===== src/rtl/sensor_emu_pkg.sv =====
// Shared encodings for the sensor emulator scheduler:
// FSM states, emulator START codes and configuration limits.
package sensor_emu_pkg;

    typedef enum logic [2:0] {
        ST_IDLE  = 3'd0,
        ST_WAIT0 = 3'd1,
        ST_RUN0  = 3'd2,
        ST_RUN1  = 3'd3,
        ST_DRAIN = 3'd4
    } state_e;

    localparam logic [1:0] START_NONE = 2'd0;
    localparam logic [1:0] START_F0   = 2'd1;
    localparam logic [1:0] START_F1   = 2'd2;

    localparam int unsigned MIN_COUNT_DEF = 4;
    localparam logic [31:0] MAX_COUNT     = 32'd65535;

endpackage


===== src/rtl/sensor_emu_pass_ctr.sv =====
// Beat/pass counter shared by both FIFO phases; a completed
// final pass zeroes both counters so the next phase starts clean.
module sensor_emu_pass_ctr
    import sensor_emu_pkg::*;
(
    input  logic        clk,
    input  logic        resetn,
    input  logic        clr,
    input  logic        en,
    input  logic [15:0] count,
    input  logic [15:0] reps,
    output logic        pass_done,
    output logic        final_pass,
    output logic        enter_final
);

    logic [15:0] beat_q, beat_d;
    logic [15:0] pass_q, pass_d;

    assign pass_done   = en && (beat_q == count - 16'd1);
    assign final_pass  = (pass_q == reps - 16'd1);
    assign enter_final = pass_done && !final_pass &&
                         (pass_q + 16'd1 == reps - 16'd1);

    always_comb begin
        beat_d = beat_q;
        pass_d = pass_q;
        if (clr) begin
            beat_d = 16'd0;
            pass_d = 16'd0;
        end else if (pass_done) begin
            beat_d = 16'd0;
            pass_d = final_pass ? 16'd0 : pass_q + 16'd1;
        end else if (en) begin
            beat_d = beat_q + 16'd1;
        end
    end

    always_ff @(posedge clk or negedge resetn) begin
        if (!resetn) begin
            beat_q <= 16'd0;
            pass_q <= 16'd0;
        end else begin
            beat_q <= beat_d;
            pass_q <= pass_d;
        end
    end

endmodule


===== src/rtl/sensor_emu_sched.sv =====
// Schedules an emulator alternating FIFO 0 and FIFO 1 passes,
// steering it through its START register one pass ahead.
module sensor_emu_sched
    import sensor_emu_pkg::*;
#(
    parameter int unsigned MIN_COUNT   = MIN_COUNT_DEF,
    parameter int unsigned WDOG_CYCLES = 16
) (
    input  logic        clk,
    input  logic        resetn,
    input  logic [15:0] i_F0_REPEAT,
    input  logic [15:0] i_F1_REPEAT,
    input  logic [31:0] i_CYCLES,
    input  logic        i_GO_wstrobe,
    input  logic        i_STOP_wstrobe,
    input  logic        i_ABORT_wstrobe,
    input  logic [31:0] i_F0_COUNT,
    input  logic [31:0] i_F1_COUNT,
    input  logic [1:0]  i_ACTIVE_FIFO,
    input  logic        i_beat,
    output logic [1:0]  o_START,
    output logic        o_START_wstrobe,
    output logic        o_HARD_STOP_wstrobe,
    output logic        o_BUSY,
    output logic [2:0]  o_STATE,
    output logic [31:0] o_CYCLES_DONE,
    output logic [1:0]  o_ERROR,
    output logic        o_DONE
);

    state_e      state_q, state_d;
    logic [1:0]  start_q, start_d;
    logic        start_we_q, start_we_d;
    logic        hstop_q, hstop_d;
    logic        done_q, done_d;
    logic [1:0]  err_q, err_d;
    logic [31:0] cyc_done_q, cyc_done_d;
    logic [31:0] cycles_q, cycles_d;
    logic [15:0] cnt0_q, cnt0_d, cnt1_q, cnt1_d;
    logic [15:0] rep0_q, rep0_d, rep1_q, rep1_d;
    logic        stop_q, stop_d;
    logic        last_q, last_d;
    logic [31:0] wdog_q, wdog_d;

    logic        cfg_ok, stop_now, last_cyc, run1_end;
    logic        ctr_clr, ctr_en, fin_done;
    logic        pass_done, final_pass, enter_final;
    logic [1:0]  exp_fifo, run1_code;
    logic [15:0] sel_cnt, sel_rep;

    assign cfg_ok = (i_F0_COUNT >= MIN_COUNT) && (i_F0_COUNT <= MAX_COUNT) &&
                    (i_F1_COUNT >= MIN_COUNT) && (i_F1_COUNT <= MAX_COUNT) &&
                    (i_F0_REPEAT != 16'd0) && (i_F1_REPEAT != 16'd0);

    // The cycle in progress is the last one when its completion hits the limit.
    assign stop_now  = stop_q | i_STOP_wstrobe;
    assign last_cyc  = (cycles_q != 32'd0) &&
                       ({1'b0, cyc_done_q} + 33'd1 >= {1'b0, cycles_q});
    assign run1_end  = stop_now | last_cyc;
    assign run1_code = run1_end ? START_NONE : START_F0;

    assign exp_fifo = (state_q == ST_RUN1) ? START_F1 : START_F0;
    assign sel_cnt  = (state_q == ST_RUN1) ? cnt1_q : cnt0_q;
    assign sel_rep  = (state_q == ST_RUN1) ? rep1_q : rep0_q;
    assign fin_done = pass_done & final_pass;

    sensor_emu_pass_ctr u_pass_ctr (
        .clk         (clk),
        .resetn      (resetn),
        .clr         (ctr_clr),
        .en          (ctr_en),
        .count       (sel_cnt),
        .reps        (sel_rep),
        .pass_done   (pass_done),
        .final_pass  (final_pass),
        .enter_final (enter_final)
    );

    always_comb begin
        state_d    = state_q;
        start_d    = start_q;
        start_we_d = 1'b0;
        hstop_d    = 1'b0;
        done_d     = 1'b0;
        err_d      = err_q;
        cyc_done_d = cyc_done_q;
        cycles_d   = cycles_q;
        cnt0_d     = cnt0_q;
        cnt1_d     = cnt1_q;
        rep0_d     = rep0_q;
        rep1_d     = rep1_q;
        stop_d     = stop_q;
        last_d     = last_q;
        wdog_d     = wdog_q;
        ctr_clr    = 1'b0;
        ctr_en     = 1'b0;
        unique case (state_q)
            ST_IDLE: begin
                if (i_GO_wstrobe && !cfg_ok) begin
                    err_d = err_q | 2'b01;
                end else if (i_GO_wstrobe) begin
                    cnt0_d     = i_F0_COUNT[15:0];
                    cnt1_d     = i_F1_COUNT[15:0];
                    rep0_d     = i_F0_REPEAT;
                    rep1_d     = i_F1_REPEAT;
                    cycles_d   = i_CYCLES;
                    cyc_done_d = 32'd0;
                    err_d      = 2'b00;
                    stop_d     = 1'b0;
                    last_d     = 1'b0;
                    wdog_d     = 32'd0;
                    ctr_clr    = 1'b1;
                    start_d    = START_F0;
                    start_we_d = 1'b1;
                    state_d    = ST_WAIT0;
                end
            end
            ST_WAIT0: begin
                if (i_ABORT_wstrobe) begin
                    hstop_d = 1'b1;
                    ctr_clr = 1'b1;
                    state_d = ST_DRAIN;
                end else if (i_ACTIVE_FIFO == START_F0) begin
                    stop_d  = stop_now;
                    ctr_en  = i_beat;
                    state_d = ST_RUN0;
                    if (rep0_q == 16'd1) begin
                        start_d    = START_F1;
                        start_we_d = 1'b1;
                    end
                end else if (wdog_q == WDOG_CYCLES - 1) begin
                    stop_d  = stop_now;
                    err_d   = err_q | 2'b10;
                    hstop_d = 1'b1;
                    state_d = ST_DRAIN;
                end else begin
                    stop_d = stop_now;
                    wdog_d = wdog_q + 32'd1;
                end
            end
            ST_RUN0, ST_RUN1: begin
                if (i_ABORT_wstrobe) begin
                    hstop_d = 1'b1;
                    ctr_clr = 1'b1;
                    state_d = ST_DRAIN;
                end else if (i_ACTIVE_FIFO != exp_fifo) begin
                    err_d   = err_q | 2'b10;
                    hstop_d = 1'b1;
                    ctr_clr = 1'b1;
                    state_d = ST_DRAIN;
                end else begin
                    stop_d = stop_now;
                    ctr_en = i_beat;
                    if (fin_done && state_q == ST_RUN0) begin
                        state_d = ST_RUN1;
                        if (rep1_q == 16'd1) begin
                            start_d    = run1_code;
                            start_we_d = 1'b1;
                            last_d     = run1_end;
                        end
                    end else if (fin_done) begin
                        cyc_done_d = cyc_done_q + 32'd1;
                        if (last_q) begin
                            state_d = ST_DRAIN;
                        end else begin
                            state_d = ST_RUN0;
                            if (rep0_q == 16'd1) begin
                                start_d    = START_F1;
                                start_we_d = 1'b1;
                            end
                        end
                    end else if (enter_final && state_q == ST_RUN0) begin
                        start_d    = START_F1;
                        start_we_d = 1'b1;
                    end else if (enter_final) begin
                        start_d    = run1_code;
                        start_we_d = 1'b1;
                        last_d     = run1_end;
                    end
                end
            end
            ST_DRAIN: begin
                if (i_ABORT_wstrobe) begin
                    hstop_d = 1'b1;
                end else if (i_ACTIVE_FIFO == START_NONE) begin
                    stop_d  = 1'b0;
                    done_d  = 1'b1;
                    state_d = ST_IDLE;
                end else begin
                    stop_d = stop_now;
                end
            end
            default: state_d = ST_IDLE;
        endcase
    end

    always_ff @(posedge clk or negedge resetn) begin
        if (!resetn) begin
            state_q    <= ST_IDLE;
            start_q    <= START_NONE;
            start_we_q <= 1'b0;
            hstop_q    <= 1'b0;
            done_q     <= 1'b0;
            err_q      <= 2'b00;
            cyc_done_q <= 32'd0;
            cycles_q   <= 32'd0;
            cnt0_q     <= 16'd0;
            cnt1_q     <= 16'd0;
            rep0_q     <= 16'd0;
            rep1_q     <= 16'd0;
            stop_q     <= 1'b0;
            last_q     <= 1'b0;
            wdog_q     <= 32'd0;
        end else begin
            state_q    <= state_d;
            start_q    <= start_d;
            start_we_q <= start_we_d;
            hstop_q    <= hstop_d;
            done_q     <= done_d;
            err_q      <= err_d;
            cyc_done_q <= cyc_done_d;
            cycles_q   <= cycles_d;
            cnt0_q     <= cnt0_d;
            cnt1_q     <= cnt1_d;
            rep0_q     <= rep0_d;
            rep1_q     <= rep1_d;
            stop_q     <= stop_d;
            last_q     <= last_d;
            wdog_q     <= wdog_d;
        end
    end

    assign o_START             = start_q;
    assign o_START_wstrobe     = start_we_q;
    assign o_HARD_STOP_wstrobe = hstop_q;
    assign o_BUSY              = (state_q != ST_IDLE);
    assign o_STATE             = state_q;
    assign o_CYCLES_DONE       = cyc_done_q;
    assign o_ERROR             = err_q;
    assign o_DONE              = done_q;

endmodule


===== config.mk =====
export PLATFORM = sky130hd
export DESIGN_NAME = sensor_emu_sched
export DESIGN_NICKNAME = d
export VERILOG_FILES = /design/src/rtl/sensor_emu_pkg.sv /design/src/rtl/sensor_emu_pass_ctr.sv /design/src/rtl/sensor_emu_sched.sv
export SDC_FILE = /design/constraint.sdc
export NUM_CORES = 1
export LEC_CHECK = 0
export CAP_MARGIN = 20
export CORE_ASPECT_RATIO = 0.6
export CORE_UTILIZATION = 40
export CTS_CLUSTER_SIZE = 14
export DETAILED_ROUTE_END_ITERATION = 6
export GPL_TIMING_DRIVEN = 0
export PLACE_DENSITY_LB_ADDON = 0.2
export SLEW_MARGIN = 10
export SYNTH_ARGS = -nofsm -noshare
export SYNTH_HDL_FRONTEND = slang
export SYNTH_SLANG_ARGS = --single-unit
export TNS_END_PERCENT = 5

===== constraint.sdc =====
create_clock -name clk -period 6.15 [get_ports clk]
set_clock_uncertainty 0.05 [all_clocks]
set_input_delay 1.23 -clock clk [delete_from_list [all_inputs] [get_ports clk]]
set_output_delay 1.23 -clock clk [all_outputs]
set_load 0.05 [all_outputs]

==> qor.txt <==
outcome -> finished, final reports clean
Initial Util -> 40.9%
drt wl/cell -> 19.9 um
vias in the first global route -> 11.3k
XOR/XNOR Fraction of Synth Area -> 10.3%
total track usage -> 26.5%
largest net degree at the start of global routing -> 96
Inserted Clock Buffers -> 22
routed vias/inst -> 5.64
Synth Register Bits -> 204
Root Driver -> clkbuf_16
I/O pins -> 179
Core Rows -> 50
final WL -> 43.2 mm
Crit path required time -> 6.52 ns
Synth Area in Compound Gates -> 11.5%
Worst Hold End -> o_ERROR[0]
synthesized cell area -> 12800 sq um
initial detailed-routing violation count -> 1293
Synth Area in Adders -> 3.72%
Pleak -> 7.17 nW
Post-CTS Setup Inserts -> 0
Max stage delay on crit path -> 0.49 ns
crit start category -> flop
Synth Instances -> 1536
Yosys top cell by area -> dfrtp_1
CTS HTree Levels -> 1
Critical R2R Capture -> o_START[0]
VDD IR max -> 0.189 mV
worst reg2reg startpoint -> o_CYCLES_DONE[0]
number of flops mapped to enable cells by yosys -> 0
data arrival time of the critical path -> 6.02 ns
mux share of post-synthesis cell area -> 2.54%
RSZ-0062 raised after global routing -> false
Max Clk Rate -> 177 MHz
Post-Syn Nets -> 1710
placed inst area -> 15100 sq um
hpwl dp -> 33.6 mm
DRC violations left -> 0
post-route ant nets -> 0
FFs w/ async S/R, synth -> 100%
Bufs and invs on worst path -> 0
Synth top area share -> 39.9%
Max Buffers Root-to-Sink -> 3
clock-pin slew on the worst setup and hold paths -> 0.07 ns
Die ar. -> 32700 sq um
Post-Synth Simple-Gate Area -> 28.2%
Max transition margin -> 34.2%
Port Buffer Count -> 178
Top FF cell, synth -> dfrtp_1
top post-synthesis cells by area -> dfrtp_1, nand2_1, xnor2_1
Commonest cells post-synth -> nand2_1, dfrtp_1, nor2_1
Hold Vio Cnt, Final -> 0
largest family of logic cells by synthesized area -> simple AND/OR/NAND/NOR gates
cell depth of the worst flop-to-flop path -> 19
Pwr Density -> 241 nW/um^2
Final Max Tran Viols -> 0
Mean Syn Cell Area -> 8.32 sq um
Final Instance Area -> 15900 sq um
fin crit period -> 5.65 ns
yosys warns -> 0
Max Cap Viol -> 0
Final Util -> 50.9%
Crit path max-delay family -> simple AND/OR/NAND/NOR gates
Least-Margin Pin Slew -> 0.979 ns
slowest library cell on the worst path -> dfrtp_1
flop2flop setup slack -> 0.50 ns
initial antenna violation count -> 1
fillcell total -> 2990
Min Hold Slack -> 0.453 ns
WS Path Type -> flop to flop
DR vias -> 12.2k
CP max FO -> 6
final cycle utilization of the critical path -> 91.9%
number of cells on the worst hold path -> 2
Worst-Skew Late Latency -> 0.53 ns
# nets final -> 1916
die width -> 233 um
CTS sink count -> 204
die height -> 140 um
first-pass GRT wire length -> 66.8 mm
Synth cell types -> 72
Setup Viol. Count Final -> 0
GR Overflow Total -> 0
area of the core -> 31300 sq um
Area Overhead vs Synth -> 24.5%
crit-path cells -> ha_1 > nand2_1 > nor4_1 > and2_1 > nor3b_2 > nor3b_2 > nand2_1 > xnor2_1 > ha_1 > nand4_1 > nor4_1 > a211oi_1 > nor3_1 > o2111ai_1 > a41oi_1 > nor2_1 > mux2i_1 > a32oi_1 > a21o_1
CTS Hold Buffers Added -> 0
CTS tree -> yes
hold wc startpoint -> o_ERROR[0]
first-pass iteration count of the detailed router -> 7
Seq/Total Area, Yosys -> 39.9%
RD Place Congestion -> 0.961
ant diodes -> 0
Hold WC Path Type -> flop to flop
most common cell in the netlist -> nand2_1
Critical Path End Type -> flop
share of cells above drive strength 1 -> 3.87%
## layer usage
layer	GRT usage [%]	wire, um	vias up
li1	-	-	5783
met1	44.0	22800	5950
met2	34.5	16500	476
met3	5.54	3420	34
met4	3.85	550	0
met5	0	0	-
## metrics by stage
| stage | setup TNS (ns) | total power, mW | cells | setup slack (ns) |
|---|---|---|---|---|
| CTS | 0 | 3.86 | 2170 | 0.135 |
| finish | 0 | 3.84 | 2172 | 0.501 |
| global route | 0 | 4.00 | 2172 | 0.0794 |
| detailed placement | 0 | 2.46 | 2132 | 0.163 |
| global placement | -1046.37 | 2.44 | 2130 | -5.15 |
| floorplan | 0 | 2.06 | 1536 | 1.59 |
## worst max path at each step
stage                      from                    to  slack, ns  cells after the start
3_3_place_gp             resetn            wdog_q[20]      -5.15                      1
5_1_grt              o_STATE[0]  u_pass_ctr.pass_q[7]       0.08                     20
3_5_place_dp   o_CYCLES_DONE[0]            o_START[0]       0.16                     19
4_1_cts        o_CYCLES_DONE[0]            o_START[0]       0.13                     19
2_1_floorplan        o_STATE[0]     o_CYCLES_DONE[23]       1.59                     20
6_report       o_CYCLES_DONE[0]            o_START[0]       0.50                     19
## layout make-up
class                      instances  area [sq um]  share of cell area (%)
inverter                          49           184                    1.16
buffer                            69           304                    1.91
clock buffer                      33           663                    4.17
sequential                       204          5100                    32.1
timing repair buffer             182          1850                    11.6
multi-input combinational       1214          7210                    45.3
clock inverter                     5          77.6                   0.487
tap                              416           520                    3.27
## logic make-up (layout without fill, tap and decap cells)
logic type	Yosys count	in the layout
compound gates	236	236
xor+xnor	150	150
fa+ha+maj	38	38
buf+inv	118	338
flops	204	204
mux	31	31
simple gates	759	759
## what timing repair did
item	4_1_cts	5_1_grt
gates resized for setup	0	4
endpoints found under the hold margin	0	0
endpoints found under the setup margin	0	20
## placed cells by master (no fill, tap or decap), types with 28 or more instances in the layout
cell type / count
dfrtp_1: 204
nor3_1: 33
a21oi_1: 38
nand3_1: 61
nor2_1: 109
clkbuf_1: 59
nand4_1: 38
nor4_1: 52
clkdlybuf4s50_1: 177
mux2i_1: 28
ha_1: 38
xor2_1: 71
o21ai_0: 107
nand2_1: 348
xnor2_1: 79
inv_1: 49
## worst register-to-register path: stages, from the launching register on
cell and delay [ns]:
dfrtp_1 0.49, ha_1 0.33, nand2_1 0.08, nor4_1 0.33, and2_1 0.35, nor3b_2 0.49
nor3b_2 0.45, nand2_1 0.15, xnor2_1 0.18, ha_1 0.33, nand4_1 0.33, nor4_1 0.42
a211oi_1 0.11, nor3_1 0.30, o2111ai_1 0.20, a41oi_1 0.44, nor2_1 0.08, mux2i_1 0.15
a32oi_1 0.12, a21o_1 0.20
## power breakdown
| group | switching, mW | internal [mW] |
|---|---|---|
| logic | 0.588 | 0.356 |
| registers | 0.0931 | 1.41 |
| clock network | 0.568 | 0.826 |
| total | 1.25 | 2.59 |
(Power assumes the default switching activity.)
